`src/rtl/bet_entry_pkg.sv`:
```
// Shared types and constants for the player-1 bet entry front-end.
package bet_entry_pkg;

  localparam int BET_W   = 6;
  // One extra bit so that pending + step never wraps before saturation.
  localparam int ARITH_W = BET_W + 1;

  // Step size indexed by the debounced sw_step code: 00=1, 01=2, 10=5, 11=10.
  localparam logic [3:0][3:0] STEP_LUT = {4'd10, 4'd5, 4'd2, 4'd1};

  typedef enum logic {
    EDIT   = 1'b0,
    LOCKED = 1'b1
  } bet_state_e;

  function automatic logic [ARITH_W-1:0] step_size(input logic [1:0] sel);
    return {3'b000, STEP_LUT[sel]};
  endfunction

endpackage

```
`src/rtl/bet_entry_ctrl_if.sv`:
```
// Board-side signal bundle of the bet entry controller.
interface bet_entry_ctrl_if;
  import bet_entry_pkg::*;

  logic             btn_inc_n;
  logic             btn_dec_n;
  logic             btn_confirm_n;
  logic [1:0]       sw_step;
  logic [BET_W-1:0] bet_cap;
  logic             bet_lock;
  logic [BET_W-1:0] bet_pending;
  logic [BET_W-1:0] bet_datac;
  logic             bet_commit;
  logic             bet_locked;

  modport master (
    output btn_inc_n, btn_dec_n, btn_confirm_n, sw_step, bet_cap, bet_lock,
    input  bet_pending, bet_datac, bet_commit, bet_locked
  );

  modport slave (
    input  btn_inc_n, btn_dec_n, btn_confirm_n, sw_step, bet_cap, bet_lock,
    output bet_pending, bet_datac, bet_commit, bet_locked
  );

endinterface

```
`src/rtl/bet_entry_ctrl_debounce_sync.sv`:
```
// Two-flop synchroniser followed by a stable-count debouncer.
// din is active-high; level starts released (0) and only moves after
// DEBOUNCE_CYCLES consecutive synchronised samples disagree with it.
module debounce_sync #(
  parameter int DEBOUNCE_CYCLES = 500000
) (
  input  logic clk,
  input  logic reset_n,
  input  logic din,
  output logic level,
  output logic rise
);

  localparam int CNT_W = $clog2(DEBOUNCE_CYCLES + 1);

  logic             sync1_q, sync2_q;
  logic             level_q, level_d;
  logic             rise_q, rise_d;
  logic [CNT_W-1:0] cnt_q, cnt_d;

  // Count disagreeing samples; any agreeing sample restarts the run.
  always_comb begin
    level_d = level_q;
    rise_d  = 1'b0;
    cnt_d   = '0;
    if (sync2_q != level_q) begin
      if (cnt_q == CNT_W'(DEBOUNCE_CYCLES - 1)) begin
        level_d = sync2_q;
        rise_d  = sync2_q;
      end else begin
        cnt_d = cnt_q + 1'b1;
      end
    end
  end

  // Synchroniser and debounce state.
  always_ff @(posedge clk or negedge reset_n) begin
    if (!reset_n) begin
      sync1_q <= 1'b0;
      sync2_q <= 1'b0;
      level_q <= 1'b0;
      rise_q  <= 1'b0;
      cnt_q   <= '0;
    end else begin
      sync1_q <= din;
      sync2_q <= sync1_q;
      level_q <= level_d;
      rise_q  <= rise_d;
      cnt_q   <= cnt_d;
    end
  end

  assign level = level_q;
  assign rise  = rise_q;

endmodule

```
`src/rtl/bet_entry_ctrl.sv`:
```
// Player-1 bet entry: debounced up/down editing with auto-repeat and
// saturation, confirm-to-commit, and a lock while a round is in progress.
//
//   state  | meaning
//   EDIT   | steps, confirm and cap clamping are applied
//   LOCKED | betting closed; pending/committed values held, repeat idle
module bet_entry_ctrl
  import bet_entry_pkg::*;
#(
  parameter int DEBOUNCE_CYCLES = 500000,
  parameter int HOLD_CYCLES     = 25000000,
  parameter int REPEAT_CYCLES   = 5000000,
  parameter int MAX_BET         = 63
) (
  input  logic             clk,
  input  logic             reset_n,
  bet_entry_ctrl_if.slave  bus
);

  localparam int RPT_MAX = (HOLD_CYCLES > REPEAT_CYCLES) ? HOLD_CYCLES : REPEAT_CYCLES;
  localparam int RPT_W   = $clog2(RPT_MAX + 1);
  localparam logic [ARITH_W-1:0] MAX_BET_A = ARITH_W'(MAX_BET);

  // Index 0 is increment, index 1 is decrement.
  logic [1:0] btn_lvl, btn_rise;
  logic       conf_lvl_unused, conf_rise;
  logic [1:0] sw_lvl, sw_rise_unused;

  debounce_sync #(.DEBOUNCE_CYCLES(DEBOUNCE_CYCLES)) u_db_inc (
    .clk(clk), .reset_n(reset_n), .din(~bus.btn_inc_n),
    .level(btn_lvl[0]), .rise(btn_rise[0]));
  debounce_sync #(.DEBOUNCE_CYCLES(DEBOUNCE_CYCLES)) u_db_dec (
    .clk(clk), .reset_n(reset_n), .din(~bus.btn_dec_n),
    .level(btn_lvl[1]), .rise(btn_rise[1]));
  debounce_sync #(.DEBOUNCE_CYCLES(DEBOUNCE_CYCLES)) u_db_conf (
    .clk(clk), .reset_n(reset_n), .din(~bus.btn_confirm_n),
    .level(conf_lvl_unused), .rise(conf_rise));
  debounce_sync #(.DEBOUNCE_CYCLES(DEBOUNCE_CYCLES)) u_db_sw0 (
    .clk(clk), .reset_n(reset_n), .din(bus.sw_step[0]),
    .level(sw_lvl[0]), .rise(sw_rise_unused[0]));
  debounce_sync #(.DEBOUNCE_CYCLES(DEBOUNCE_CYCLES)) u_db_sw1 (
    .clk(clk), .reset_n(reset_n), .din(bus.sw_step[1]),
    .level(sw_lvl[1]), .rise(sw_rise_unused[1]));

  bet_state_e             state_q, state_d;
  logic [BET_W-1:0]       pending_q, pending_d;
  logic [BET_W-1:0]       datac_q, datac_d;
  logic                   commit_q, commit_d;
  logic [1:0][RPT_W-1:0]  rpt_cnt_q, rpt_cnt_d;
  logic [1:0]             rpt_act_q, rpt_act_d;
  logic [1:0]             fire;
  logic [ARITH_W-1:0]     cap_eff, step_amt, work;

  assign cap_eff  = ({1'b0, bus.bet_cap} > MAX_BET_A) ? MAX_BET_A : {1'b0, bus.bet_cap};
  assign step_amt = step_size(sw_lvl);

  // Auto-repeat: step on press, again after the hold time, then periodically.
  // A press is only armed while editing, so a button held through a lock
  // stays silent until it is released and pressed again.
  always_comb begin
    rpt_cnt_d = '0;
    rpt_act_d = '0;
    fire      = '0;
    for (int b = 0; b < 2; b++) begin
      if (state_q == EDIT && !bus.bet_lock && btn_lvl[b]) begin
        if (btn_rise[b]) begin
          fire[b]      = 1'b1;
          rpt_act_d[b] = 1'b1;
          rpt_cnt_d[b] = RPT_W'(HOLD_CYCLES - 1);
        end else if (rpt_act_q[b]) begin
          rpt_act_d[b] = 1'b1;
          if (rpt_cnt_q[b] == '0) begin
            fire[b]      = 1'b1;
            rpt_cnt_d[b] = RPT_W'(REPEAT_CYCLES - 1);
          end else begin
            rpt_cnt_d[b] = rpt_cnt_q[b] - 1'b1;
          end
        end
      end
    end
  end

  // FSM next state, saturating step arithmetic, commit and unlock reload.
  always_comb begin
    state_d   = state_q;
    pending_d = pending_q;
    datac_d   = datac_q;
    commit_d  = 1'b0;
    work      = {1'b0, pending_q};
    case (state_q)
      EDIT: begin
        if (bus.bet_lock) begin
          state_d = LOCKED;
        end else begin
          if (work > cap_eff) work = cap_eff;
          if (conf_rise) begin
            datac_d  = pending_q;
            commit_d = 1'b1;
          end
          if (fire[0] && !fire[1]) begin
            work = (work + step_amt > cap_eff) ? cap_eff : work + step_amt;
          end else if (fire[1] && !fire[0]) begin
            work = (work > step_amt) ? work - step_amt : '0;
          end
          pending_d = work[BET_W-1:0];
        end
      end
      LOCKED: begin
        if (!bus.bet_lock) begin
          state_d   = EDIT;
          pending_d = datac_q;
        end
      end
      default: state_d = EDIT;
    endcase
  end

  // Registered state and outputs.
  always_ff @(posedge clk or negedge reset_n) begin
    if (!reset_n) begin
      state_q   <= EDIT;
      pending_q <= '0;
      datac_q   <= '0;
      commit_q  <= 1'b0;
      rpt_cnt_q <= '0;
      rpt_act_q <= '0;
    end else begin
      state_q   <= state_d;
      pending_q <= pending_d;
      datac_q   <= datac_d;
      commit_q  <= commit_d;
      rpt_cnt_q <= rpt_cnt_d;
      rpt_act_q <= rpt_act_d;
    end
  end

  assign bus.bet_pending = pending_q;
  assign bus.bet_datac   = datac_q;
  assign bus.bet_commit  = commit_q;
  assign bus.bet_locked  = (state_q == LOCKED);

endmodule

```
`src/flat_wrapper.sv`:
```
// flat-port wrapper written by rule: the top's interface ports become plain ports
module bet_entry_ctrl_flat import bet_entry_pkg::*;
#(
  parameter int DEBOUNCE_CYCLES = 500000,
  parameter int HOLD_CYCLES     = 25000000,
  parameter int REPEAT_CYCLES   = 5000000,
  parameter int MAX_BET         = 63
)
  (clk, reset_n, bus_btn_inc_n, bus_btn_dec_n, bus_btn_confirm_n, bus_sw_step, bus_bet_cap, bus_bet_lock, bus_bet_pending, bus_bet_datac, bus_bet_commit, bus_bet_locked);
  bet_entry_ctrl_if bus_i ();
  input  logic clk;
  input  logic reset_n;
  input wire logic [$bits(bus_i.btn_inc_n)-1:0] bus_btn_inc_n;
  input wire logic [$bits(bus_i.btn_dec_n)-1:0] bus_btn_dec_n;
  input wire logic [$bits(bus_i.btn_confirm_n)-1:0] bus_btn_confirm_n;
  input wire logic [$bits(bus_i.sw_step)-1:0] bus_sw_step;
  input wire logic [$bits(bus_i.bet_cap)-1:0] bus_bet_cap;
  input wire logic [$bits(bus_i.bet_lock)-1:0] bus_bet_lock;
  output wire logic [$bits(bus_i.bet_pending)-1:0] bus_bet_pending;
  output wire logic [$bits(bus_i.bet_datac)-1:0] bus_bet_datac;
  output wire logic [$bits(bus_i.bet_commit)-1:0] bus_bet_commit;
  output wire logic [$bits(bus_i.bet_locked)-1:0] bus_bet_locked;
  assign bus_i.btn_inc_n = bus_btn_inc_n;
  assign bus_i.btn_dec_n = bus_btn_dec_n;
  assign bus_i.btn_confirm_n = bus_btn_confirm_n;
  assign bus_i.sw_step = bus_sw_step;
  assign bus_i.bet_cap = bus_bet_cap;
  assign bus_i.bet_lock = bus_bet_lock;
  assign bus_bet_pending = bus_i.bet_pending;
  assign bus_bet_datac = bus_i.bet_datac;
  assign bus_bet_commit = bus_i.bet_commit;
  assign bus_bet_locked = bus_i.bet_locked;
  bet_entry_ctrl #(.DEBOUNCE_CYCLES(DEBOUNCE_CYCLES), .HOLD_CYCLES(HOLD_CYCLES), .REPEAT_CYCLES(REPEAT_CYCLES), .MAX_BET(MAX_BET)) u_core (.clk(clk), .reset_n(reset_n), .bus(bus_i));
endmodule
```
`config.mk`:
```
export PLATFORM = sky130hd
export DESIGN_NAME = bet_entry_ctrl_flat
export DESIGN_NICKNAME = d
export VERILOG_FILES = /design/src/rtl/bet_entry_pkg.sv /design/src/rtl/bet_entry_ctrl_if.sv /design/src/rtl/bet_entry_ctrl_debounce_sync.sv /design/src/rtl/bet_entry_ctrl.sv /design/src/flat_wrapper.sv
export SDC_FILE = /design/constraint.sdc
export NUM_CORES = 1
export LEC_CHECK = 0
export ABC_AREA = 1
export CAP_MARGIN = 10
export CORE_MARGIN = 1
export CORE_UTILIZATION = 56
export CTS_CLUSTER_DIAMETER = 40
export CTS_CLUSTER_SIZE = 30
export DETAILED_ROUTE_END_ITERATION = 7
export PLACE_DENSITY = 0.76
export RECOVER_POWER = 25
export SKIP_CTS_REPAIR_TIMING = 1
export SYNTH_ARGS = -nofsm -noshare
export SYNTH_HDL_FRONTEND = slang
export SYNTH_SLANG_ARGS = --single-unit
```
`constraint.sdc`:
```
create_clock -name clk -period 3.9 [get_ports clk]
set_clock_uncertainty 0.1 [all_clocks]
set_input_delay 1.17 -clock clk [delete_from_list [all_inputs] [get_ports clk]]
set_output_delay 1.17 -clock clk [all_outputs]
set_load 0.05 [all_outputs]
```
After elaboration in Yosys (flattened, before gate mapping)
Index checks and enable logic that the tools add are counted.

operators by class
  reductions and logical operators = 17
  magnitude comparators = 4
  multiplexer cells = 54
  bitwise operators = 5
  eq/ne operators = 12
  add/sub/neg operators = 9
  shift operators = 0
  multipliers = 0
  div/mod/pow operators = 0

operator list
  cell                                                                   number
  25-bit two-way mux                                                     8
  19-bit two-way mux                                                     10
  19-bit by 1-bit adder with 19-bit output (second input constant)       5
  19-bit == test (second input constant)                                 5
  25-bit zero test                                                       2
  25-bit by 1-bit subtractor with 25-bit output (second input constant)  2
  6-bit two-way mux                                                      7
  1-bit two-way mux                                                      24
  7-bit two-way mux                                                      2
  6-bit one-hot mux with 2 select lines                                  1
  2-bit AND reduction                                                    6
  4-bit binary-select mux with 2-bit select                              1
  7-bit by 4-bit adder with 7-bit output                                 1
  7-bit by 4-bit > comparator with 1-bit output                          1
  7-bit by 6-bit > comparator with 1-bit output                          1
  6-bit > comparator                                                     1
  6-bit by 4-bit subtractor with 6-bit output                            1
  1-bit logical AND                                                      5
  1-bit inequality test                                                  5
  1-bit NOT                                                              5
  4-bit two-way mux                                                      1
  2-bit inequality test (second input constant)                          2
  1-bit zero test                                                        3
  2-bit by 3-bit < comparator with 1-bit output (second input constant)  1
  3-bit AND reduction                                                    1

word-level totals
  word-level logic and storage cells = 131
  bits in writable memories = 0
  latch bits = 0
  ROM bits = 0
  memories kept = 0
  input port bits = 14
  flip-flop bits (word level) = 179
  output and inout port bits = 14

Logic depth before layout (Yosys ltp)
  depth after elaboration = 11
  gate-level depth with buffers = 34
  mapped depth without buffers = 33

Hierarchy
Synthesis repeated with hierarchy kept, for this count alone.

second synthesis, totals
  cells, all modules = 1382
  area total of the unflattened synthesis = 10694.0 µm²

modules (own cells, without submodules)
  module                                area an instance (µm²)  cells an instance  seq. area each (µm²)  instances
  debounce_sync (u_core.u_db_conf ...)  1223.7                  149                575.6                 4
  bet_entry_ctrl                        4579.4                  638                1651.6                1
  debounce_sync (u_core.u_db_sw1)       1219.9                  148                575.6                 1

Worst setup path before layout
Ideal clock, no wire load.

  kind = input-to-reg
  from = input port bus_bet_cap[5]
  to = register u_core.pending_q[0] (netlist: u_core.bus.bet_pending[0])
  buffers on the path = 1
  stages = 30
  data arrival time = 4.463 ns
  setup time = 0.118 ns
  setup slack = -0.780 ns
  cell sequence = inv_1 -> ha_1 -> nand2_1 -> nor2_2 -> nand2_1 -> nand3_2 -> nand2_2 -> buf_6 -> o21ai_0 -> inv_1 -> ha_1 -> fa_1 -> nand3_1 -> nand2_1 -> nand3_1 -> nand2_1 -> inv_1 -> ha_1 -> nand2_1 -> nor2_1 -> nand2_1 -> o211ai_1 -> nand2_1 -> nand2_1 -> nand2_1 -> o21ai_0 -> nand2_1 -> nand2_1 -> nand2_1 -> nand2_1

between the ends
  word-level cells in the longest chain between the ends = 10

RTL lines
  item                                                                                       RTL line                                      RTL
  start, declared                                                                            flat_wrapper.sv:17                            input wire logic [$bits(bus_i.bet_cap)-1:0] bus_bet_cap;
  6-bit > comparator                                                                         bet_entry_ctrl.sv:95                          if (work > cap_eff) work = cap_eff;
  6-bit two-way mux                                                                          bet_entry_ctrl.sv:95
  7-bit two-way mux                                                                          bet_entry_ctrl.sv:92                          if (bus.bet_lock) begin
  7-bit two-way mux                                                                          bet_entry_ctrl.sv:90                          case (state_q)
  7-bit by 4-bit adder with 7-bit output, or another cell as far along                       bet_entry_ctrl.sv:101                         work = (work + step_amt > cap_eff) ? cap_eff : work + step_amt;
  7-bit by 6-bit > comparator with 1-bit output / 6-bit two-way mux (equally long branches)  bet_entry_ctrl.sv:101, bet_entry_ctrl.sv:103
  6-bit two-way mux (on tied branches)                                                       bet_entry_ctrl.sv:101, bet_entry_ctrl.sv:102
  6-bit two-way mux (*)                                                                      bet_entry_ctrl.sv:100                         if (fire[0] && !fire[1]) begin
  6-bit two-way mux (*)                                                                      bet_entry_ctrl.sv:92
  6-bit one-hot mux with 2 select lines (*)                                                  bet_entry_ctrl.sv:90
  end signal, assigned                                                                       bet_entry_ctrl.sv:129                         pending_q <= pending_d;
  end, declared                                                                              bet_entry_ctrl.sv:46                          logic [BET_W-1:0] pending_q, pending_d;

Mark *: on every way between the ends. The rest lies on a longest branch, timed or not. The select of a mux whose other input is x is not followed.
A chain may end at the register's enable or synchronous reset.

Final worst setup path
  from = input port bus_bet_cap[5]
  to = register u_core.pending_q[5] (netlist: u_core.bus.bet_pending[5])

The elaborated chain is that of the path after synthesis.

==> results.yml <==
status:
  status: "complete, but fails checks"
  violations: "setup timing"
logic_synthesis:
  yosysSeqAreaShare_pct: 45.47
  synth-async-reset-ratio_pct: 100.0
  synth_warnings: 0
  synth-seq-cells: 179
  yosysTopAreaCell: "dfrtp_1"
  syn_avg_cell_area_um2: 8.307
  syn_nets: 1229
  synth-edff-count: 0
  synth_top_area_share_pct: 45.47
  ys.flop_type: "dfrtp_1"
  syn_inst: 1186
  synthTopCellsByArea: "dfrtp_1, nand2_1, nor2_1, inv_1, xor2_1"
  synth.distinct_cells: 52
  syn-cell-area_mm2: 0.009852
cells_and_area:
  finalInstanceArea_mm2: 0.01157
  fill_cells: 1370
  utilization_pct: 67.13
  drive_above_1_share_pct: 16.02
  final_common_cell: "nand2_1"
  final_cell_mix: "nand2_1, dfrtp_1, nor2_1"
  area_growth_pct: 17.45
  nNetsFinal: 1323
worst_hold_path:
  hold_path_class: "reg -> reg"
  min_path_cells: 0
  hp-start: "u_core.u_db_conf.sync1_q"
  min_to: "u_core.u_db_conf.sync2_q"
routing:
  drt_iter0_drc: 554
  via_per_inst: 5.357
  postRouteWirelength_um: 21650
  wl_per_cell_um: 14.26
  dr.pass1.iters: 5
  antenna_left: 0
  drc_errors: 0
  routed-via-count: 8132
setup_path:
  crit_path_end_kind: "flop"
  reg2reg_slack_ns: -0.01
  cp_slowest_cell: "ha_4"
  cp.required_ns: 4.13
  start_kind: "input port"
  r2r_start: "u_core.bus.bet_pending[5]"
  cp_max_fo: 5
  crit_arrival_ns: 4.55
  r2r_cells: 29
  reg2reg_to: "u_core.bus.bet_pending[5]"
  critical_path_class: "in -> reg"
  cpMostUsedCell: "nand2_1"
  slowest_delay_ns: 0.28
clocking:
  cts_root_buf: "clkbuf_16"
  clkTransAtPathRegs_ns: 0.07
  cts_tree: "yes"
  cts.sinks: 179
  cts-buffers-inserted: 17
  cts_buffer_depth: 2
  htreeDepth: 4
  clk_latency_ns: 0.43
flow_run:
  cap_viol_max_count: 0
floorplanning:
  dieWidth_um: 134.6
  dieArea_mm2: 0.01813
  ioPinCount: 28
  core.rowCount: 48
  core-area_mm2: 0.01724
  start_util_pct: 57.16
  die_h_um: 134.6
pwr:
  p_leak_nw: 5.603
  power.density_mw_per_mm2: 383.1
  peakVddDrop_mv: 0.3764
  fin_total_pwr_mw: 4.433
placed_design:
  place_area_mm2: 0.01084
  gp_congestion: 0.8751
  place_hpwl_um: 15190
  numPortBuffers: 27
  place_ws_ns: -1.383
grt:
  antenna_found_initial: 1
  grt_pass1_wl_um: 35830
  grt_pass1_vias: 7725
  grt_max_degree: 74
  overflow: 0
  track_usage_pct: 24.88
sta:
  period_minus_slack_ns: 4.319
  setup_slack_ns: -0.4189
  tightest_slew_ns: 1.449
  hold_viol_final: 0
  rsz0062_at_grt: "yes"
  setup_viol: 6
  fmax_ghz: 0.2315
  slew-limit-headroom_pct: 3.393
  period_share_pct: 110.7
  slew_viol_final: 0
  hold_slack_ns: 0.2487
[worst max path at each step]
stage / from / to / depth (start not counted)
after global placement: bus_bet_cap[3] / u_core.bus.bet_pending[5] / 33
after detailed placement: bus_bet_cap[3] / u_core.bus.bet_pending[1] / 33
after global routing: bus_bet_cap[5] / u_core.bus.bet_pending[5] / 32
after CTS: bus_bet_cap[3] / u_core.bus.bet_pending[1] / 29
final: bus_bet_cap[5] / u_core.bus.bet_pending[5] / 31
after floorplan: bus_bet_cap[3] / u_core.bus.bet_pending[5] / 32
[logic make-up (layout without fill, tap and decap cells)]
family / Yosys count / in the layout / share of synthesized area (%)
AOI/OAI and AO/OA: 136 / 136 / 7.683
xor gates and xnor gates: 69 / 69 / 6.134
adders and majority gates: 29 / 29 / 3.835
buffers and inverters: 176 / 281 / 6.858
DFF: 179 / 179 / 45.47
muxes: 2 / 2 / 0.2286
other: 0 / 1 / 0
and+or+nand+nor: 595 / 596 / 29.79
[power by group]
part / internal, mW / switching (mW) / total [mW]
clock network: 0.894 / 0.741 / 1.63
logic: 0.394 / 0.497 / 0.891
registers: 1.88 / 0.0246 / 1.91
[critical path: cells and delay by family]
family                   cells  cell delay (ns)
AO/OA/AOI/OAI                4             0.57
buffers and inverters        6             0.44
AND/OR/NAND/NOR             18             1.58
adder cells (fa/ha/maj)      3             0.75
[sequential cells by signal, summed over array words and instances (netlist names), 2 cells and up]
register,cells
u_core.u_db_sw0.cnt_q,19
u_core.rpt_act_q,2
u_core.bus.bet_pending,6
u_core.bus.bet_datac,6
u_core.u_db_sw1.cnt_q,19
u_core.u_db_dec.cnt_q,19
u_core.u_db_inc.cnt_q,19
u_core.rpt_cnt_q,50
u_core.u_db_conf.cnt_q,19
[per-layer routing]
| layer | routed length (um) | track usage (%) | vias up |
|---|---|---|---|
| li1 | - | - | 4042 |
| met1 | 9864 | 33.40 | 3894 |
| met2 | 10420 | 40.38 | 157 |
| met3 | 885 | 5.105 | 39 |
| met4 | 484 | 8.302 | 0 |
| met5 | 0 | 0 | - |
[cell usage after synthesis, types with 24 or more instances]
master / number
o21ai_0: 51
inv_1: 161
nand3_1: 68
dfrtp_1: 179
nand2_1: 200
xor2_1: 45
nand4_1: 29
ha_1: 27
nor2_1: 168
a21oi_1: 51
nor3_1: 31
xnor2_1: 24
[final cells by class]
class                      instances  area (um^2)  area share (%)
multi-input combinational        832         4903           42.38
clock buffer                      19        442.9           3.828
antenna                            1        2.502         0.02163
sequential                       179         4479           38.71
inverter                         167        649.4           5.612
clock inverter                    12        106.4          0.9191
tap                              225        281.5           2.433
timing repair buffer              83        705.7           6.099
[per-stage QoR]
stage | std cells | TNS (ns)
finish | 1518 | -2.352
CTS | 1508 | -5.566
global placement | 1477 | -7.370
floorplan | 1186 | -3.484
detailed placement | 1477 | -8.121
global route | 1518 | -3.503
Power figures use the tool's default switching activity.
